### src/rtl/bios_loader.sv
// bios_loader: copies BOOT_SIZE 32-bit instructions from a chunked BIOS bus into
// instruction memory, one word per cycle, then releases the processor.
//
// Ports:
//   clock         in   system clock, all state on rising edge
//   reset         in   asynchronous active-high reset
//   start         in   begin (or restart from DONE) a boot copy
//   instructions  in   BIOS chunk, word k at bits [32k+31:32k]
//   send          out  one-cycle request for the next chunk
//   mem_addr      out  instruction-memory write address
//   mem_data      out  instruction-memory write data
//   mem_we        out  instruction-memory write enable
//   busy          out  copy in progress (leaving IDLE until entering DONE)
//   done          out  copy complete (sticky)
//   cpu_hold      out  processor held in reset, NOT done
module bios_loader #(
   parameter int unsigned BOOT_SIZE   = 109,
   parameter int unsigned CHUNK_WORDS = 5,
   parameter int unsigned ADDR_W      = 10
) (
   input  logic                      clock,
   input  logic                      reset,
   input  logic                      start,
   input  logic [32*CHUNK_WORDS-1:0] instructions,
   output logic                      send,
   output logic [ADDR_W-1:0]         mem_addr,
   output logic [31:0]               mem_data,
   output logic                      mem_we,
   output logic                      busy,
   output logic                      done,
   output logic                      cpu_hold
);

   localparam int unsigned CNT_W = $clog2(BOOT_SIZE + 1);
   localparam int unsigned K_W   = $clog2(CHUNK_WORDS + 1);
   localparam int unsigned BUS_W = 32 * CHUNK_WORDS;

   typedef enum logic [2:0] {
      StIdle,
      StReq,
      StWait,
      StLatch,
      StWrite,
      StDone
   } state_t;

   state_t             r_state;
   logic [CNT_W-1:0]   r_cnt;     // words issued so far == next write address
   logic [K_W-1:0]     r_k;       // words issued from the current chunk
   logic [BUS_W-1:0]   r_chunk;   // remaining chunk words, next one in [31:0]
   logic               r_send;
   logic [ADDR_W-1:0]  r_mem_addr;
   logic [31:0]        r_mem_data;
   logic               r_mem_we;
   logic               r_busy;
   logic               r_done;
   logic               r_cpu_hold;

   logic               w_all_written;
   logic               w_chunk_empty;

   assign w_all_written = (r_cnt == CNT_W'(BOOT_SIZE));
   assign w_chunk_empty = (r_k == K_W'(CHUNK_WORDS));

   // Outputs are registered, so each state computes the outputs seen in the
   // following cycle: the LATCH edge already presents word 0 for the first
   // WRITE cycle, and each WRITE edge presents the next word or leaves.
   always_ff @(posedge clock or posedge reset) begin
      if (reset) begin
         r_state    <= StIdle;
         r_cnt      <= '0;
         r_k        <= '0;
         r_chunk    <= '0;
         r_send     <= 1'b0;
         r_mem_addr <= '0;
         r_mem_data <= '0;
         r_mem_we   <= 1'b0;
         r_busy     <= 1'b0;
         r_done     <= 1'b0;
         r_cpu_hold <= 1'b1;
      end else begin
         case (r_state)
            StIdle, StDone: begin
               if (start) begin
                  r_state    <= StReq;
                  r_cnt      <= '0;
                  r_send     <= 1'b1;
                  r_busy     <= 1'b1;
                  r_done     <= 1'b0;
                  r_cpu_hold <= 1'b1;
               end
            end
            StReq: begin
               r_state <= StWait;
               r_send  <= 1'b0;
            end
            // BIOS registers its bus on the edge that sampled send.
            StWait: begin
               r_state <= StLatch;
            end
            StLatch: begin
               r_state    <= StWrite;
               r_chunk    <= instructions >> 32;
               r_k        <= K_W'(1);   // word 0 issued on this edge
               r_mem_we   <= 1'b1;
               r_mem_data <= instructions[31:0];
               r_mem_addr <= ADDR_W'(r_cnt);
               r_cnt      <= r_cnt + CNT_W'(1);
            end
            StWrite: begin
               if (w_chunk_empty || w_all_written) begin
                  // Unissued words of a partial final chunk are dropped here.
                  r_mem_we <= 1'b0;
                  if (w_all_written) begin
                     r_state    <= StDone;
                     r_busy     <= 1'b0;
                     r_done     <= 1'b1;
                     r_cpu_hold <= 1'b0;
                  end else begin
                     r_state <= StReq;
                     r_send  <= 1'b1;
                  end
               end else begin
                  r_mem_we   <= 1'b1;
                  r_mem_data <= r_chunk[31:0];
                  r_chunk    <= r_chunk >> 32;
                  r_mem_addr <= ADDR_W'(r_cnt);
                  r_cnt      <= r_cnt + CNT_W'(1);
                  r_k        <= r_k + K_W'(1);
               end
            end
            default: begin
               r_state <= StIdle;
            end
         endcase
      end
   end

   assign send     = r_send;
   assign mem_addr = r_mem_addr;
   assign mem_data = r_mem_data;
   assign mem_we   = r_mem_we;
   assign busy     = r_busy;
   assign done     = r_done;
   assign cpu_hold = r_cpu_hold;

endmodule

### config.mk
export PLATFORM = sky130hd
export DESIGN_NAME = bios_loader
export DESIGN_NICKNAME = d
export VERILOG_FILES = /design/src/rtl/bios_loader.sv
export SDC_FILE = /design/constraint.sdc
export NUM_CORES = 1
export LEC_CHECK = 0
export ABC_CLOCK_PERIOD_IN_PS = 7900
export CAP_MARGIN = 5
export CORE_UTILIZATION = 49
export CTS_CLUSTER_DIAMETER = 80
export DETAILED_ROUTE_END_ITERATION = 10
export GPL_TIMING_DRIVEN = 0
export PLACE_DENSITY = 0.8
export SETUP_SLACK_MARGIN = 0.5
export SYNTH_ARGS = -nofsm -noshare
export SYNTH_HDL_FRONTEND = slang
export SYNTH_SLANG_ARGS = --single-unit
### constraint.sdc
create_clock -name clock -period 7.9 [get_ports clock]
set_input_delay 0.79 -clock clock [delete_from_list [all_inputs] [get_ports clock]]
set_output_delay 0.79 -clock clock [all_outputs]
set_load 0.02 [all_outputs]
======== After elaboration in Yosys (flattened, before gate mapping) ========
Index checks and enable logic that the tools add are counted.
operators by class
  $add $sub $neg .......................... 2
  equality and inequality tests ........... 12
  mux-type cells .......................... 28
  reductions and logical operators ........ 12
operator list
  kind                                                  count
  case mux 160 bit (2 select lines)                     1
  2-to-1 mux 160 bit                                    1
  case mux 32 bit (2 select lines)                      1
  2-to-1 mux 32 bit                                     1
  case mux 7 bit (3 select lines)                       1
  case mux 10 bit (2 select lines)                      1
  case mux 3 bit (5 select lines)                       1
  2-to-1 mux 7 bit                                      2
  2-to-1 mux 3 bit                                      4
  2-to-1 mux 10 bit                                     1
  != test 2 bit (second input constant)                 5
  equality test 3 bit (second input constant)           3
  2-to-1 mux 1 bit                                      9
  AND reduction 4 bit                                   2
  adder 7 x 1 -> 7 bit (second input constant)          1
  equality test 7 bit (second input constant)           1
  equality test 3 x 2 -> 1 bit (second input constant)  2
  case mux 1 bit (2 select lines)                       3
  case mux 3 bit (2 select lines)                       1
  nonzero test 3 bit                                    2
  AND reduction 2 bit                                   2
  nonzero test 2 bit                                    2
  adder 3 x 1 -> 3 bit (second input constant)          1
  equality test 3 x 1 -> 1 bit (second input constant)  1
  5 further kinds                                       5
word-level totals
  flip-flop bits (word level) ............. 220
  input port bits ......................... 163

======== Logic depth before layout (Yosys ltp) ========
Gate-level depths: netlist of the first run.
  depth after elaboration ................. 4
  gate-level depth with buffers ........... 9
  depth with buffers taken out ............ 7

======== Least setup slack after synthesis of the first run ========
No wires, ideal clock.
  path kind ............................... register -> register
  from .................................... register r_cnt[1]
  to ...................................... register r_cnt[6]
  library setup time ...................... 0.131 ns
  data arrival time ....................... 1.675 ns
  data required time ...................... 7.769 ns
  path slack .............................. 6.095 ns
  cell stages (with the launch flop) ...... 10
  buffers on the path ..................... 2
  period minus slack after synthesis ...... 1.805 ns
  cells stage by stage .................... dfrtp_1 -> inv_1 -> ha_1 -> nand4b_1 -> o21ai_0 -> o21ai_4 -> buf_6 -> buf_2 -> nand3_1 -> o211ai_1
between the ends
  longest elaborated chain between the ends .. 4
ends and longest elaborated chain
  what                                                                          line  RTL
  start, declared                                                               48    logic [CNT_W-1:0] r_cnt;
  start signal, assigned                                                        108   r_cnt <= r_cnt + CNT_W'(1);
  start signal, assigned                                                        128   r_cnt <= r_cnt + CNT_W'(1);
  parallel branches: the longest is 4 deep, another holds adder 7 x 1 -> 7 bit  n/a
Several ways; the timed one is not identified. The select of a mux whose other input is x is not followed.
A chain may end at the register's enable or synchronous reset.

======== Final worst setup path of the first run ========
  from .................................... register r_cnt[1]
  to ...................................... register r_chunk[72]
between the ends
  longest elaborated chain between the ends .. 4
ends and longest elaborated chain
  what                           line  RTL
  equality test 7 bit            62    assign w_all_written = (r_cnt == CNT_W'(BOOT_SIZE));
  logical OR 1 bit               111   if (w_chunk_empty || w_all_written) begin
  != test 2 bit (no line)        n/a
  AND reduction 2 bit (no line)  n/a
  end signal, assigned           103   r_chunk <= instructions >> 32;
  end signal, assigned           126   r_chunk <= r_chunk >> 32;
  end, declared                  50    logic [BUS_W-1:0] r_chunk;
No other way between the ends.

==> results of run 1 <==
[report_power, final]
group | leakage (nW) | switching [W] | total [W] | internal (W)
combinational | 2.36 | 0.00101 | 0.00176 | 0.000742
sequential | 2.11 | 0.000273 | 0.00166 | 0.00138
clock | 0.297 | 0.000359 | 0.000907 | 0.000548
total | 4.77 | 0.00165 | 0.00432 | 0.00267
[cell type report]
cell class	instances	area (um^2)
Buffer	73	341.6
Clock buffer	22	464.2
Clock inverter	10	165.2
Fill cell	1315	4926
Inverter	7	33.78
Multi-Input combinational cell	644	3079
Sequential cell	185	4631
Tap cell	216	270.3
Timing Repair Buffer	207	2090
[Yosys cell counts (all sizes together), types with 3 or more instances]
cell    count
dfrtp     184
nand3       6
o21ai      13
a31oi     133
clkbuf     31
a22o       33
ha          4
inv         7
nand2     277
buf        42
nor2      142
o22ai       3
a21oi       9
[per-layer routing]
metal	up-vias	share of wire (%)
met2	289	47
li1	3523	-
met4	0	3.0
met3	50	6.8
met1	3542	44
met5	-	0
[placed cells by master, fill, tap and decap left out, drive strengths merged, types with 3 or more instances in the layout]
cell type / instances
a21oi: 9
a22o: 33
a31oi: 133
buf: 43
bufinv: 4
clkbuf: 53
clkdlybuf4s50: 206
clkinvlp: 3
conb: 3
dfrtp: 184
ha: 4
inv: 9
nand2: 277
nand3: 6
nor2: 142
o21ai: 13
o22ai: 3
[sequential cells by signal, indices dropped and copies added, names as in the netlist]
signal	cells
r_cnt	7
mem_data	32
busy	1
mem_we	1
done	1
send	1
r_state	3
r_chunk	128
cpu_hold	1
mem_addr	7
r_k	3
[stage by stage]
step | util (%) | cells
2_1_floorplan | - | 909
3_3_place_gp | 65.06 | 1331
3_5_place_dp | 65.28 | 1332
4_1_cts | 69.21 | 1364
5_1_grt | 69.21 | 1364
6_report | 69.21 | 1364
[logic make-up (layout without fill, tap and decap cells)]
group                    Yosys count  after routing  synth area share, %
AND/OR/NAND/NOR                  439            439                21.01
AO/OA/AOI/OAI                    194            194                15.91
flip-flops                       185            185                57.38
buffers and inverters             80            319                4.558
adder cells (fa/ha/maj)            4              4               0.6202
XOR/XNOR                           2              2               0.2171
multiplexers                       2              2               0.2636
other                              1              3              0.04647
[critical path, cell delays in order, from the launching register on]
cell and delay, ns:
dfrtp_1 0.41, inv_1 0.09, ha_1 0.20, nand4b_1 0.16
o21ai_0 0.22, o21ai_4 0.41, buf_2 0.35, buf_2 0.28
a31oi_1 0.12
[final timing paths]
kind | to | slack [ns] | cells past startpoint
min in group asynchronous | mem_data[9]$_DFFE_PP0P_ | 0.82 | 2
worst max register to register | r_chunk[72]$_DFFE_PP0P_ | 5.52 | 8
worst min register to register | mem_addr[0]$_DFFE_PP0P_ | 0.47 | 2
max in group asynchronous | r_chunk[78]$_DFFE_PP0P_ | 6.20 | 3
worst min-delay path | mem_addr[0]$_DFFE_PP0P_ | 0.47 | 2
worst max-delay path | r_chunk[72]$_DFFE_PP0P_ | 5.52 | 8
==> out/metrics.cfg, run 1 <==
[detailed_routing]
drt-initial-drc-count=540
postRouteAntennaNets=0
drt_first_pass_iters=5
drc_errors=0
wl_per_cell_um=16.80
routed_wl_mm=22.92
viasPerCell=5.428
vias=7404

[global_routing]
grt_overflow=0
grt_pass1_wl_mm=36.08
grt_usage_pct=28.08
grt_max_degree=99
first_global_vias=7073
grt_antenna_before_repair=0
top_usage_layer=met2
met2_usage_pct=43.68
use_met3_pct=5.617
use_met1_pct=38.63

[clock_tree]
cts_tree=yes
clkTransAtPathRegs_ns=0.06
clk_latency_ns=0.43
htree_levels=4
cts_buffers=17
post_cts_buffers=0
cts_resized=0
hold_buffers=0
cts_root_buf=clkbuf_16
cts.sinks=185
clock_path_buffers=2

[synth]
yosys.area.top_type_share_pct=57.05
synth_top_cells_by_area=dfrtp_1 57%, nand2_1 13%, a31oi_1 10%
ys_async_sr_fraction_pct=100.0
netlist_area_um2=8070
synth_edf_count=0
seq_area_frac_synth_pct=57.38
synth_seq_cells=185
synth_top_cell_by_area=dfrtp_1
netlist_instances=907
yosysUniqueCellTypes=37
syn_area_per_cell_um2=8.898
yosysWarnings=0
synth_ff_type=dfrtp_1

[finish]
n_antenna_cell=0
nNetsFinal=1302
area_delta_synth_final_pct=37.23
finalInstanceArea_um2=11070
drive_gt1_share_pct=6.446

[place]
routabilityCongestion=0.8489
post-dp-hpwl_mm=17.11
dp_slack_ns=5.587
port_buffers=206
placed_area_um2=10450

[power_and_ir_drop]
power_w=0.004320
p_leak_nw=4.766
power.density_nw_per_um2=390.1
vdd_drop_max_mv=0.2118

[floorplanning]
die_w_um=130.3
core.rowCount=46
core_region_area_um2=16000
initial_core_util_pct=50.44
die_y_um=130.3
die_area_um2=16990
pin_count=210

[timing]
worstMarginPinSlew_ns=0.6289
setup_ws_ns=5.524
finalHoldViolCount=0
setup-violations-final=0
tns_ns=0
fin_crit_ns=2.376
fin_worst_skew_ns=0.01010
fin_crit_sh_pct=30.08
worst_hold_slack_ns=0.4724
drv_slew=0
rsz0062_at_grt=no
maxSlewHeadroom_pct=58.07
max_freq_mhz=420.8

[critical_path]
worst_setup_path_end_kind=flop
worstSetupPathType=reg2reg
arrival_ns=2.67
crit_path_start_kind=flop
cp_max_fo=10
r2r-start=r_cnt[1]$_DFFE_PP0P_
worstPathRequired_ns=8.20
startpoint=r_cnt[1]$_DFFE_PP0P_

[flow_run]
maxCapViolCount=0

[hold_path]
worstHoldStart=mem_addr[0]$_DFFE_PP0P_
worst_hold_path_type=reg2reg

[status]
status=finished, final reports clean

Power figures use the tool's default switching activity.
==> run 2: changes to the inputs <==
--- a/config.mk
+++ b/config.mk
@@ -5,7 +5,7 @@
 export SDC_FILE = /design/constraint.sdc
 export NUM_CORES = 1
 export LEC_CHECK = 0
-export ABC_CLOCK_PERIOD_IN_PS = 7900
+export ABC_CLOCK_PERIOD_IN_PS = 2300
 export CAP_MARGIN = 5
 export CORE_UTILIZATION = 49
 export CTS_CLUSTER_DIAMETER = 80
==> constraint.sdc (replaced) <==
create_clock -name clock -period 2.3 [get_ports clock]
set_input_delay 0.23 -clock clock [delete_from_list [all_inputs] [get_ports clock]]
set_output_delay 0.23 -clock clock [all_outputs]
set_load 0.02 [all_outputs]
==> run 2 against run 1 <==
  * Critical endpoint is now mem_data[11]$_DFFE_PP0P_
  * Total power rose to 4.0 times the previous value
  * Die area did not move
  * Clock skew fell by 0.0014 ns
  * Clock power rose to 3.0 times the previous value
  * Sequential share of layout area fell by 4.7 points
==> out/metrics.cfg, run 2 (synthesized netlist as in run 1, its figures left out) <==
[status]
status=finished, final reports clean

[detailed_routing]
viasPerCell=5.585  ; +2.9%
vias=7757  ; +4.8%
routed_wl_mm=25.76  ; +12%
wl_per_cell_um=18.54  ; +10%
wl_met2_mm=12.75  ; +19%
met3_length_mm=1.754  ; +13%
wl_met1_mm=10.47  ; +4.9%
postRouteAntennaNets=0  ; unchanged
drt-initial-drc-count=584  ; +8.1%
drt_first_pass_iters=5  ; unchanged
drc_errors=0  ; unchanged
top_layer=met4

[critical_path]
max_stage_delay_ns=0.40  ; about the same
startpoint=r_cnt[1]$_DFFE_PP0P_
arrival_ns=2.22  ; -0.45 ns
cp_max_fo=10  ; unchanged
crit_chain=inv_2 -> ha_4 -> nand4b_1 -> o21ai_2 -> o21ai_4 -> buf_12 -> buf_2 -> nor2_2 -> a31oi_4
worstSetupPathType=reg2reg
crit_path_start_kind=flop
worstPathRequired_ns=2.61  ; -5.59 ns
worst_setup_path_end_kind=flop
crit_slowest_cell=dfrtp_1
r2r-start=r_cnt[1]$_DFFE_PP0P_

[global_routing]
grt_antenna_before_repair=0  ; unchanged
first_global_vias=7238  ; +2.3%
grt_overflow=0  ; unchanged
grt_max_degree=48  ; -52%
grt_pass1_wl_mm=36.71  ; +1.7%
grt_usage_pct=28.79  ; +0.71 points

[timing]
tns_ns=0  ; unchanged
finalHoldViolCount=0  ; unchanged
rsz0062_at_grt=yes
fin_crit_ns=1.905  ; -0.4714 ns
drv_slew=0  ; unchanged
setup_ws_ns=0.3951  ; -5.129 ns
max_freq_mhz=525.0  ; +25%
fin_crit_sh_pct=82.82  ; +53 points
setup-violations-final=0  ; unchanged
fin_worst_skew_ns=0.008704  ; -0.001401 ns

[finish]
drive_gt1_share_pct=21.65  ; +15 points
final_common_cell=nand2_1
fin_cells=1389  ; +1.8%
top_register=r_chunk
final_core_util_pct=77.94  ; +8.7 points
final_cell_mix=271 x nand2_1, 205 x clkdlybuf4s50_1, 183 x dfrtp_1
area_delta_synth_final_pct=54.53
nNetsFinal=1329  ; +2.1%
n_antenna_cell=0  ; unchanged
largest_register_ffs=128  ; unchanged

[floorplanning]
initial_core_util_pct=50.44  ; unchanged
core.rowCount=46  ; unchanged
core_region_area_um2=16000  ; unchanged
pin_count=210  ; unchanged
die_w_um=130.3  ; unchanged
die_area_um2=16990  ; unchanged
die_y_um=130.3  ; unchanged

[power_and_ir_drop]
p_leak_nw=5.195  ; +9.0%
power.density_nw_per_um2=1382  ; +250%
power_w=0.01723  ; +300%
vdd_drop_max_mv=0.7552  ; +260%

[clock_tree]
cts.sinks=185  ; unchanged
hold_buffers=0  ; unchanged
htree_levels=4  ; unchanged
clock_path_buffers=2  ; unchanged
cts_root_buf=clkbuf_16
clk_latency_ns=0.43  ; about the same
cts_tree=yes
clkTransAtPathRegs_ns=0.07  ; about the same
cts_buffers=17  ; unchanged

[place]
post-dp-hpwl_mm=17.44  ; +1.9%
dp.cells=1336  ; +0.30%
port_buffers=206  ; unchanged
routabilityCongestion=0.8599  ; +1.3%
dp_slack_ns=-0.03937  ; -5.627 ns

[hold_path]
worst_hold_path_type=in2async

[flow_run]
maxCapViolCount=0  ; unchanged

[run 2: changes by cell type in the layout (fill, tap and decap cells not counted), sizes merged]
cell / before / now
clkdlybuf4s50: 206 / 205
dlymetal6s2s: 0 / 1
clkinv: 1 / 7
bufinv: 4 / 1
buf: 43 / 66
inv: 9 / 5
clkbuf: 53 / 56
[run 2: what timing repair did]
| item | in CTS | in global routing |
|---|---|---|
| gates resized for setup | 146 | 155 |
| buffers inserted | 10 | 7 |
| pin swaps | 4 | 9 |
| gates cloned | 0 | 6 |
| endpoints found under the hold margin | 0 | 0 |
| endpoints found under the setup margin | 178 | 178 |
[run 2: final timing paths]
check | to | slack (ns) | cells after the start
max in group asynchronous | r_chunk[60]$_DFFE_PP0P_ | 1.20 | 5
max | mem_data[11]$_DFFE_PP0P_ | 0.40 | 9
min | r_state[2]$_DFFE_PP0P_ | 0.14 | 2
min in group clock | r_chunk[15]$_DFFE_PP0P_ | 0.36 | 3
min reg2reg | mem_addr[2]$_DFFE_PP0P_ | 0.48 | 2
max reg2reg | mem_data[11]$_DFFE_PP0P_ | 0.40 | 9
[run 2: area by class of cell]
type,instances,area [um^2]
clock inverter,9,76.32
tap,216,270.3
inverter,7,33.78
timing repair buffer,234,2459
multi-input combinational,644,3830
clock buffer,21,460.4
sequential,185,4632
fill,1035,3530
buffer,73,709.4
[run 2: critical path: cells and delay by family, from the launching register on]
family | cells | cell delay (ns)
compound gates | 3 | 0.39
fa+ha+maj | 1 | 0.12
buf+inv | 3 | 0.44
flops | 1 | 0.40
simple gates | 2 | 0.42
[run 2: stage by stage]
| stage | hold slack, ns | area, um^2 |
|---|---|---|
| final | 0.1434 | 12470 |
| after global routing | 0.1773 | 12470 |
| after CTS | 0.1532 | 11600 |
| after detailed placement | 0.4562 | 10510 |
| after global placement | 0.4505 | 10410 |
| after floorplan | 0.3699 | 8082 |
[run 2: power breakdown]
part	total, W	internal, W	switching, W
registers	0.00593	0.00476	0.00117
logic	0.00857	0.00412	0.00444
clock network	0.00273	0.00153	0.00120
[run 2: metal layers]
layer / vias up / global-route usage (%)
met1: 3734 / 37.86
met3: 63 / 4.633
met2: 371 / 47.78
met4: 0 / 11.63
met5: - / 0
li1: 3589 / -
==> run 3: changes to the inputs <==
--- a/config.mk
+++ b/config.mk
@@ -5,13 +5,13 @@
 export SDC_FILE = /design/constraint.sdc
 export NUM_CORES = 1
 export LEC_CHECK = 0
-export ABC_CLOCK_PERIOD_IN_PS = 2300
+export ABC_CLOCK_PERIOD_IN_PS = 1600
 export CAP_MARGIN = 5
-export CORE_UTILIZATION = 49
+export CORE_UTILIZATION = 44
 export CTS_CLUSTER_DIAMETER = 80
 export DETAILED_ROUTE_END_ITERATION = 10
 export GPL_TIMING_DRIVEN = 0
-export PLACE_DENSITY = 0.8
+export PLACE_DENSITY = 0.76
 export SETUP_SLACK_MARGIN = 0.5
 export SYNTH_ARGS = -nofsm -noshare
 export SYNTH_HDL_FRONTEND = slang
==> constraint.sdc (replaced) <==
create_clock -name clock -period 1.6 [get_ports clock]
set_input_delay 0.16 -clock clock [delete_from_list [all_inputs] [get_ports clock]]
set_output_delay 0.16 -clock clock [all_outputs]
set_load 0.02 [all_outputs]
==> run 3 against run 2 <==
  * The flow now finishes with violations (setup timing)
  * First-iteration DRC count increased by 8.6%
  * Non-clock buffer count increased by 55
  * Cell area increased by 9.8%
  * Sequential share of layout area decreased by 3.3 points
  * Via count increased by 4.2%
  * Die area increased by 11%
==> out/metrics.cfg, run 3 (synthesized netlist as in run 1, its figures left out) <==
[status]
status=complete, but fails checks
violations=setup timing

[timing]
worst_hold_slack_ns=0.2045  ; +0.06110 ns
worstMarginPinSlew_ns=0.6309
tns_ns=-39.09  ; -39.09 ns
fin_worst_skew_ns=0.009922  ; +0.001219 ns
setup_ws_ns=-0.3092  ; -0.7043 ns
finalHoldViolCount=0  ; unchanged
rsz0062_at_grt=yes
maxSlewHeadroom_pct=57.71
fin_crit_ns=1.909  ; +0.004256 ns
max_freq_mhz=523.8  ; -0.22%
fin_crit_sh_pct=119.3  ; +37 points
setup-violations-final=180  ; +180
drv_slew=0  ; unchanged

[global_routing]
use_met1_pct=36.16  ; -1.7 points
use_met3_pct=4.268  ; -0.37 points
grt_overflow=0  ; unchanged
grt_pass1_wl_mm=37.84  ; +3.1%
grt_usage_pct=26.50  ; -2.3 points
top_usage_layer=met2
grt_antenna_before_repair=0  ; unchanged
grt_max_degree=48  ; unchanged
first_global_vias=7279  ; +0.57%
met2_usage_pct=43.05  ; -4.7 points

[clock_tree]
htree_levels=4  ; unchanged
clk_latency_ns=0.43  ; about the same
cts.sinks=185  ; unchanged
clock_path_buffers=2  ; unchanged
cts_root_buf=clkbuf_16
clkTransAtPathRegs_ns=0.07  ; about the same
cts_buffers=17  ; unchanged
hold_buffers=0  ; unchanged
cts_tree=yes

[finish]
top_register=r_chunk
final_core_util_pct=76.21  ; -1.7 points
largest_register_ffs=128  ; unchanged
final_common_cell=nand2_1
drive_gt1_share_pct=31.87  ; +10 points
finalInstanceArea_um2=13690  ; +9.8%
area_delta_synth_final_pct=69.63
nNetsFinal=1385  ; +4.2%
n_antenna_cell=0  ; unchanged
final_cell_mix=276 x nand2_1, 182 x dfrtp_1, 162 x clkdlybuf4s50_1
n_fill_cell=1141  ; +10%

[power_and_ir_drop]
p_int_w=0.01725  ; +66%
seqPwrFrac_pct=30.9  ; -3.5 points
p_leak_nw=5.687  ; +9.5%
combPwrFrac_pct=54.0  ; +4.3 points
vdd_drop_max_mv=1.243  ; +65%
p_clk_share_pct=15.1  ; -0.7 points
switching_share_pct=39.35  ; -0.23 points
netSwitchingPower_w=0.01119  ; +64%
power.density_nw_per_um2=2077  ; +50%

[floorplanning]
initial_core_util_pct=44.93  ; -5.5 points
die_y_um=137.4  ; +5.4%
core_region_area_um2=17960  ; +12%
die_area_um2=18890  ; +11%
die_w_um=137.4  ; +5.4%
pin_count=210  ; unchanged
core.rowCount=49  ; +6.5%

[critical_path]
cp_max_fo=8  ; -2
worstSetupPathType=reg2reg
worstPathRequired_ns=1.90  ; -0.71 ns
r2r_slack_ns=-0.31  ; -0.70 ns
arrival_ns=2.21  ; about the same
crit_path_start_kind=flop
worst_setup_path_end_kind=flop

[detailed_routing]
viasPerCell=5.539  ; -0.82%
routed_wl_mm=28.20  ; +9.5%
drt-initial-drc-count=634  ; +8.6%
drc_errors=0  ; unchanged
vias=8081  ; +4.2%
postRouteAntennaNets=0  ; unchanged
drt_first_pass_iters=7  ; +2
wl_per_cell_um=19.33  ; +4.2%

[place]
routabilityCongestion=0.8317  ; -3.3%
post-dp-hpwl_mm=17.25  ; -1.1%
port_buffers=206  ; unchanged
placed_area_um2=10620  ; +0.99%
dp_slack_ns=-0.5548  ; -0.5154 ns

[hold_path]
worst_hold_path_type=in2async

[flow_run]
maxCapViolCount=0  ; unchanged

run 3: area by class of cell:
type,count,area [um^2],area share [%]
repair buffers,289,3075,22.47
clock inverters,11,148.9,1.088
flip-flops and latches,185,4633,33.85
inverters,7,33.78,0.2468
multi-input cells,644,4222,30.84
repair inverters,1,5.005,0.03656
plain buffers,73,838.3,6.124
clock buffers,20,446.7,3.263
well taps,229,286.5,2.093
run 3: path summary, 6_finish.rpt:
kind,to,startpoint,depth (start not counted)
setup reg to reg,r_cnt[4]$_DFFE_PP0P_,r_cnt[1]$_DFFE_PP0P_,11
setup / recovery,r_cnt[4]$_DFFE_PP0P_,r_cnt[1]$_DFFE_PP0P_,11
max in group asynchronous,r_chunk[99]$_DFFE_PP0P_,reset,4
hold reg to reg,r_chunk[109]$_DFFE_PP0P_,r_chunk[109]$_DFFE_PP0P_,1
hold / removal,r_state[2]$_DFFE_PP0P_,reset,3
min in group clock,r_chunk[78]$_DFFE_PP0P_,instructions[110],3
run 3: timing repair:
item / 4_1_cts / 5_1_grt
gates resized for setup: 205 / 402
pin swaps: 20 / 16
gates cloned: 6 / 11
setup endpoints to repair: 275 / 276
buffers inserted: 22 / 41
run 3: per-layer routing:
layer / up-vias / routed length, um
met2: 368 / 13980
met1: 3926 / 11590
met4: 0 / 867
met3: 69 / 1762
li1: 3718 / -
met5: - / 0
run 3: power groups by stage:
| stage | Clock, W | Combinational (W) | Sequential (W) |
|---|---|---|---|
| floorplan | 0 | 0.00543 | 0.00842 |
| global placement | 0 | 0.00866 | 0.00815 |
| detailed placement | 0 | 0.00889 | 0.00822 |
| CTS | 0.00429 | 0.0114 | 0.00832 |
| global route | 0.00451 | 0.0163 | 0.00895 |
| finish | 0.00431 | 0.0153 | 0.00879 |
run 3: per-stage QoR:
stage          std cells  total power, W
2_1_floorplan        909         0.01385
3_3_place_gp        1344         0.01681
3_5_place_dp        1348         0.01711
4_1_cts             1407         0.02400
5_1_grt             1459         0.02978
6_report            1459         0.02844
run 3: worst max-delay path, cell delays in order (launching register included):
cell and delay [ns]:
dfrtp_1 0.40, inv_2 0.08, ha_4 0.12, nand4b_1 0.15, o21ai_2 0.25, o21ai_4 0.08
buf_12 0.16, buf_6 0.12, buf_12 0.14, buf_6 0.12, a21oi_2 0.11, a31oi_1 0.05
